### config.mk
export PLATFORM = sky130hd
export DESIGN_NAME = clkctrl_div
export DESIGN_NICKNAME = d
export VERILOG_FILES = /design/src/rtl/clkctrl_div.sv
export SDC_FILE = /design/constraint.sdc
export NUM_CORES = 1
export LEC_CHECK = 0
export CORE_ASPECT_RATIO = 0.9
export CORE_MARGIN = 4
export CORE_UTILIZATION = 48
export DETAILED_ROUTE_END_ITERATION = 10
export PLACE_DENSITY = 0.78
export SETUP_SLACK_MARGIN = 0.1
export SYNTH_ARGS = -nofsm -noshare
export SYNTH_HDL_FRONTEND = slang
export SYNTH_SLANG_ARGS = --single-unit
### constraint.sdc
create_clock -name clk -period 2.2 [get_ports clk]
set_clock_uncertainty 0.05 [all_clocks]
set_input_delay 0.44 -clock clk [delete_from_list [all_inputs] [get_ports clk]]
set_output_delay 0.44 -clock clk [all_outputs]
set_load 0.02 [all_outputs]
### src/rtl/clkctrl_div.sv
// Multi-channel programmable clock divider: per-channel tick strobe and divided phase, glitch-free start/stop.
// Optional macro CLKCTRL_DIV_SYNC_EN adds a two-flop synchroniser on each en_req bit.
module clkctrl_div #(
  parameter int CH   = 4,
  parameter int DIVW = 8
) (
  input  logic               clk,
  input  logic               rst_n,
  input  logic [CH-1:0]      en_req,
  output logic [CH-1:0]      en_ack,
  input  logic [CH*DIVW-1:0] div,
  input  logic [CH-1:0]      load,
  output logic [CH-1:0]      tick,
  output logic [CH-1:0]      phase
);

  typedef enum logic [1:0] {
    IDLE = 2'd0,
    RUN  = 2'd1,
    STOP = 2'd2
  } state_t;

  logic [CH-1:0] en_fsm;

`ifdef CLKCTRL_DIV_SYNC_EN
  logic [CH-1:0] en_meta;
  logic [CH-1:0] en_sync;

  always_ff @(posedge clk or negedge rst_n) begin
    if (!rst_n) begin
      en_meta <= '0;
      en_sync <= '0;
    end else begin
      en_meta <= en_req;
      en_sync <= en_meta;
    end
  end

  assign en_fsm = en_sync;
`else
  assign en_fsm = en_req;
`endif

  for (genvar i = 0; i < CH; i++) begin : g_ch
    state_t          state;
    logic [DIVW-1:0] cnt;
    logic [DIVW-1:0] shadow;
    logic [DIVW-1:0] div_act;
    logic            ph;
    logic            ack;
    logic            boundary;

    // Boundary depends only on registered state, so tick has no path from any input.
    assign boundary = (state != IDLE) && (cnt == div_act);

    // NOTE: the divisor registers are few and control behaviour, so they get a real
    // reset value rather than being left uninitialised like a datapath memory.
    always_ff @(posedge clk or negedge rst_n) begin
      if (!rst_n) begin
        shadow <= '0;
      end else if (load[i]) begin
        shadow <= div[i*DIVW +: DIVW];
      end
    end

    // NOTE: all state here is updated with non-blocking assignments so every register
    // sees the pre-edge values of its neighbours, independent of statement order.
    always_ff @(posedge clk or negedge rst_n) begin
      if (!rst_n) begin
        state   <= IDLE;
        cnt     <= '0;
        div_act <= '0;
        ph      <= 1'b0;
        ack     <= 1'b0;
      end else begin
        case (state)
          IDLE: begin
            cnt     <= '0;
            ph      <= 1'b0;
            // Bypass the shadow so a load coinciding with the start governs the first period.
            div_act <= load[i] ? div[i*DIVW +: DIVW] : shadow;
            if (en_fsm[i]) begin
              state <= RUN;
              ack   <= 1'b1;
            end
          end

          RUN: begin
            if (boundary) begin
              cnt     <= '0;
              ph      <= ~ph;
              div_act <= shadow;
            end else begin
              cnt <= cnt + 1'b1;
            end
            if (!en_fsm[i]) begin
              state <= STOP;
            end
          end

          STOP: begin
            if (boundary) begin
              cnt     <= '0;
              div_act <= shadow;
              if (en_fsm[i]) begin
                ph    <= ~ph;
                state <= RUN;
              end else begin
                // Ending a high half-period here closes it at full length; a low one just stays low.
                ph    <= 1'b0;
                ack   <= 1'b0;
                state <= IDLE;
              end
            end else begin
              cnt <= cnt + 1'b1;
              if (en_fsm[i]) begin
                state <= RUN;
              end
            end
          end

          default: begin
            state <= IDLE;
            cnt   <= '0;
            ph    <= 1'b0;
            ack   <= 1'b0;
          end
        endcase
      end
    end

    assign tick[i]   = boundary;
    assign phase[i]  = ph;
    assign en_ack[i] = ack;
  end

endmodule
==> impl_metrics.csv <==
group,metric,value,unit
run_status,status,"finished, violations left",
run_status,violations,"setup timing",
clock_network,clkTransAtPathRegs,70,ps
clock_network,clock-sinks,112,
placement,dpl_cell_area,0.00664,mm^2
clock_network,cts_buffers,9,
timing,fin_crit,2240,ps
floorplanning,die_area,0.0136,mm^2
pwr,pwr-share-comb,45.7,%
floorplanning,dieHeight,111,um
synthesis,ys.flop_type,"dfrtp_1",
pwr,p_int,5.52,mW
routing,remaining_drc_errors,0,
pwr,switching_share,36.6,%
pwr,clkPwrFrac,20.2,%
finish,syn2layout_area_growth,25.9,%
worst_setup_path,r2r-end,"g_ch[1].div_act[2]",
timing,fmax,446,MHz
floorplanning,fp-row-count,37,
finish,multi_input_area,0.00269,mm^2
synthesis,synthTopCellsByArea,"dfrtp_1 (50%), mux2_2 (6.6%), xor2_1 (4.5%)",
synthesis,yosysTopAreaCell,"dfrtp_1",
finish,num-fill-cells,952,
finish,stdcell_count,806,
worst_setup_path,ff2ff_setup_slack,30,ps
global_route,grt_overflow,0,
routing,num_vias,4285,
floorplanning,io_pins,54,
timing,timing.final.setup_violations,1,
placement,io_buffers,53,
placement,place_congestion,0.828,
floorplanning,start_util,49.3,%
timing,finalHoldViolCount,0,
finish,antenna_cells,0,
clock_network,cts_root_buffer,"clkbuf_16",
synthesis,ys_ff_latch,112,
worst_setup_path,cp_max_fo,2,
finish,post-route-util,62.1,%
hold_path,holdCritPathClass,"in -> async",
routing,drt_pass1_iterations,4,
clock_network,cts_tree,"built",
worst_setup_path,endpoint,"tick[1]",
pwr,power_density,1220,mW/mm^2
timing,rsz0062_at_grt,"true",
worst_setup_path,worstReg2RegStart,"g_ch[1].cnt[2]",
timing,fin_crit_sh,102,%
floorplanning,die_w,122,um
synthesis,synth-seq-area-share,49.5,%
global_route,grt_usage,17.5,%
global_route,grt_pass1_vias,4429,
synthesis,syn-num-nets,609,
synthesis,netlist.area_leader.share,49.5,%
finish,regArea,0.00280,mm^2
routing,post_drt_wl_per_cell,14.2,um
clock_network,cts_buffer_depth,2,
routing,ant_nets,0,
global_route,grt_max_degree,69,
synthesis,synth_async_sr_flop_share,100,%
pwr,seq_power_share,34.1,%
pwr,switchingPower,3.19,mW
routing,viasPerCell,5.32,
synthesis,syn_area_per_cell,10.3,um^2
synthesis,synth_most_common_cell,"dfrtp_1",
placement,placedCellCount,779,
finish,design_area,0.00713,mm^2
timing,tightest_slew,482,ps
worst_setup_path,crit_chain,"xor2_1 > or4_4 > nor3_4 > buf_6",
synthesis,synth_commonest_cells,"dfrtp_1 (112), nand2_1 (59), nor2_1 (50)",
worst_setup_path,cpPeakStageDelay,560,ps
worst_setup_path,cp_num_buf_inv,1,
worst_setup_path,worstPathRequired,1710,ps
synthesis,synth_edf_count,0,
pwr,p_leak,3.31,nW
pwr,ir_worst_vdd,0.619,mV
placement,dp_hpwl,8.13,mm
global_route,grt_pass1_wl,19.5,mm
finish,final_layout_size_suffix_gt1_share,21.1,%
worst_setup_path,cp_data_arrival_time,1750,ps
clock_network,clk_latency,350,ps
worst_setup_path,cp-end-kind,"output pin",
job,cap_viol_max_count,0,
worst_setup_path,path_class,"reg -> out",
synthesis,yosysWarnings,0,
worst_setup_path,crit_cells,4,
clock_network,htreeDepth,3,
global_route,antenna_found_initial,0,
timing,whs,428,ps
synthesis,synthCells,547,
finish,nNetsFinal,708,
timing,slew-limit-headroom,67.3,%
synthesis,syn-cell-area,0.00566,mm^2
synthesis,ys_types,45,
timing,setup_ws,-40.5,ps
worst_setup_path,cpMaxStageDelayCell,"or4_4",
worst_setup_path,start_kind,"register",
floorplanning,core,0.0115,mm^2
worst_setup_path,crit_start,"g_ch[1].cnt[2]",
routing,drt-total-wl,11.5,mm
worst_setup_path,reg2regPathDepth,7,
worst_setup_path,path_delay_family,"simple AND/OR/NAND/NOR gates",
routing,drt-initial-drc-count,290,
timing,slew_violations,0,
==> logic make-up after synthesis <==
kind of cell             after synthesis  synth area share, %
flip-flops                           112                 49.5
AND/OR/NAND/NOR                      187                 15.5
multiplexers                          38                 7.45
AO/OA/AOI/OAI                         84                 10.1
buffers and inverters                 50                 4.29
XOR/XNOR                              56                 8.66
adder cells (fa/ha/maj)               20                 4.42
==> power groups by stage <==
stage	clock [mW]	sequential, mW	combinational [mW]
final	1.75	2.97	3.98
after CTS	1.80	2.96	3.77
after global routing	1.89	3.03	4.42
after global placement	0	2.97	3.52
after floorplan	0	2.98	2.52
after detailed placement	0	3.01	3.66
==> flip-flops by register name, summed over array words and instances, names as in the netlist <==
signal	count
g_ch.ph	4
g_ch.div_act	32
g_ch.cnt	32
g_ch.ack	4
g_ch.shadow	32
g_ch.state	8
==> worst min-delay path by stage <==
stage / slack [ps] / cells after the start / end / start
finish: 430 / 2 / g_ch[0].shadow[7] / rst_n
global route: 430 / 2 / g_ch[0].shadow[7] / rst_n
CTS: 430 / 2 / g_ch[0].shadow[7] / rst_n
detailed placement: 250 / 1 / g_ch[0].ack / rst_n
global placement: 250 / 1 / g_ch[0].ack / rst_n
floorplan: 90 / 0 / g_ch[0].ack / rst_n
==> routing by layer <==
layer  GRT usage, %  wire, um
met5              0         0
met4           5.22       138
met3           3.57       425
met2           30.0      5820
met1           22.2      5060
==> through the flow <==
| step | power [mW] | setup WS (ps) | setup TNS, ps |
|---|---|---|---|
| after floorplan | 5.50 | 101 | 0 |
| after global placement | 6.49 | -208 | -299 |
| after detailed placement | 6.67 | -238 | -391 |
| after CTS | 8.53 | -63.3 | -63.9 |
| after global routing | 9.33 | -114 | -272 |
| final | 8.71 | -40.5 | -40.5 |
==> worst register-to-register path, cell delays in order (launching register included) <==
cell and delay (ps):
dfrtp_1 390, xor2_1 160, or4_4 560, buf_4 160, buf_6 110, nor4_4 220, nor2_2 100, a221o_1 330
==> timing repair <==
item                       4_1_cts  5_1_grt
resized for setup               25       15
pin swaps                        8        8
hold buffers                     1        0
setup endpoints to repair        4       24
setup buffers                    6        5
gates cloned                     0        0
hold endpoints to repair        12        0
==> cell usage in the layout (no fill, tap or decap), types with 7 or more instances in the layout <==
cell,n
clkbuf_16,9
clkdlybuf4s50_1,48
buf_4,64
a21o_1,16
nor2_1,50
and3_1,14
ha_1,18
a221o_1,7
inv_1,12
o211ai_1,9
mux2_2,33
dfrtp_1,112
nand2_1,59
nand3_1,38
a21oi_1,12
xnor2_1,25
xor2_1,29
o21ai_0,17
==> cell type report <==
class,count,share of cell area (%)
clock buffer,12,3.60
clock inverter,3,0.913
inverter,19,1.05
multi-input combinational,385,37.7
sequential,112,39.3
tap,156,2.74
timing repair buffer,119,14.7
No activity file was read; power rests on OpenSTA's default activity.
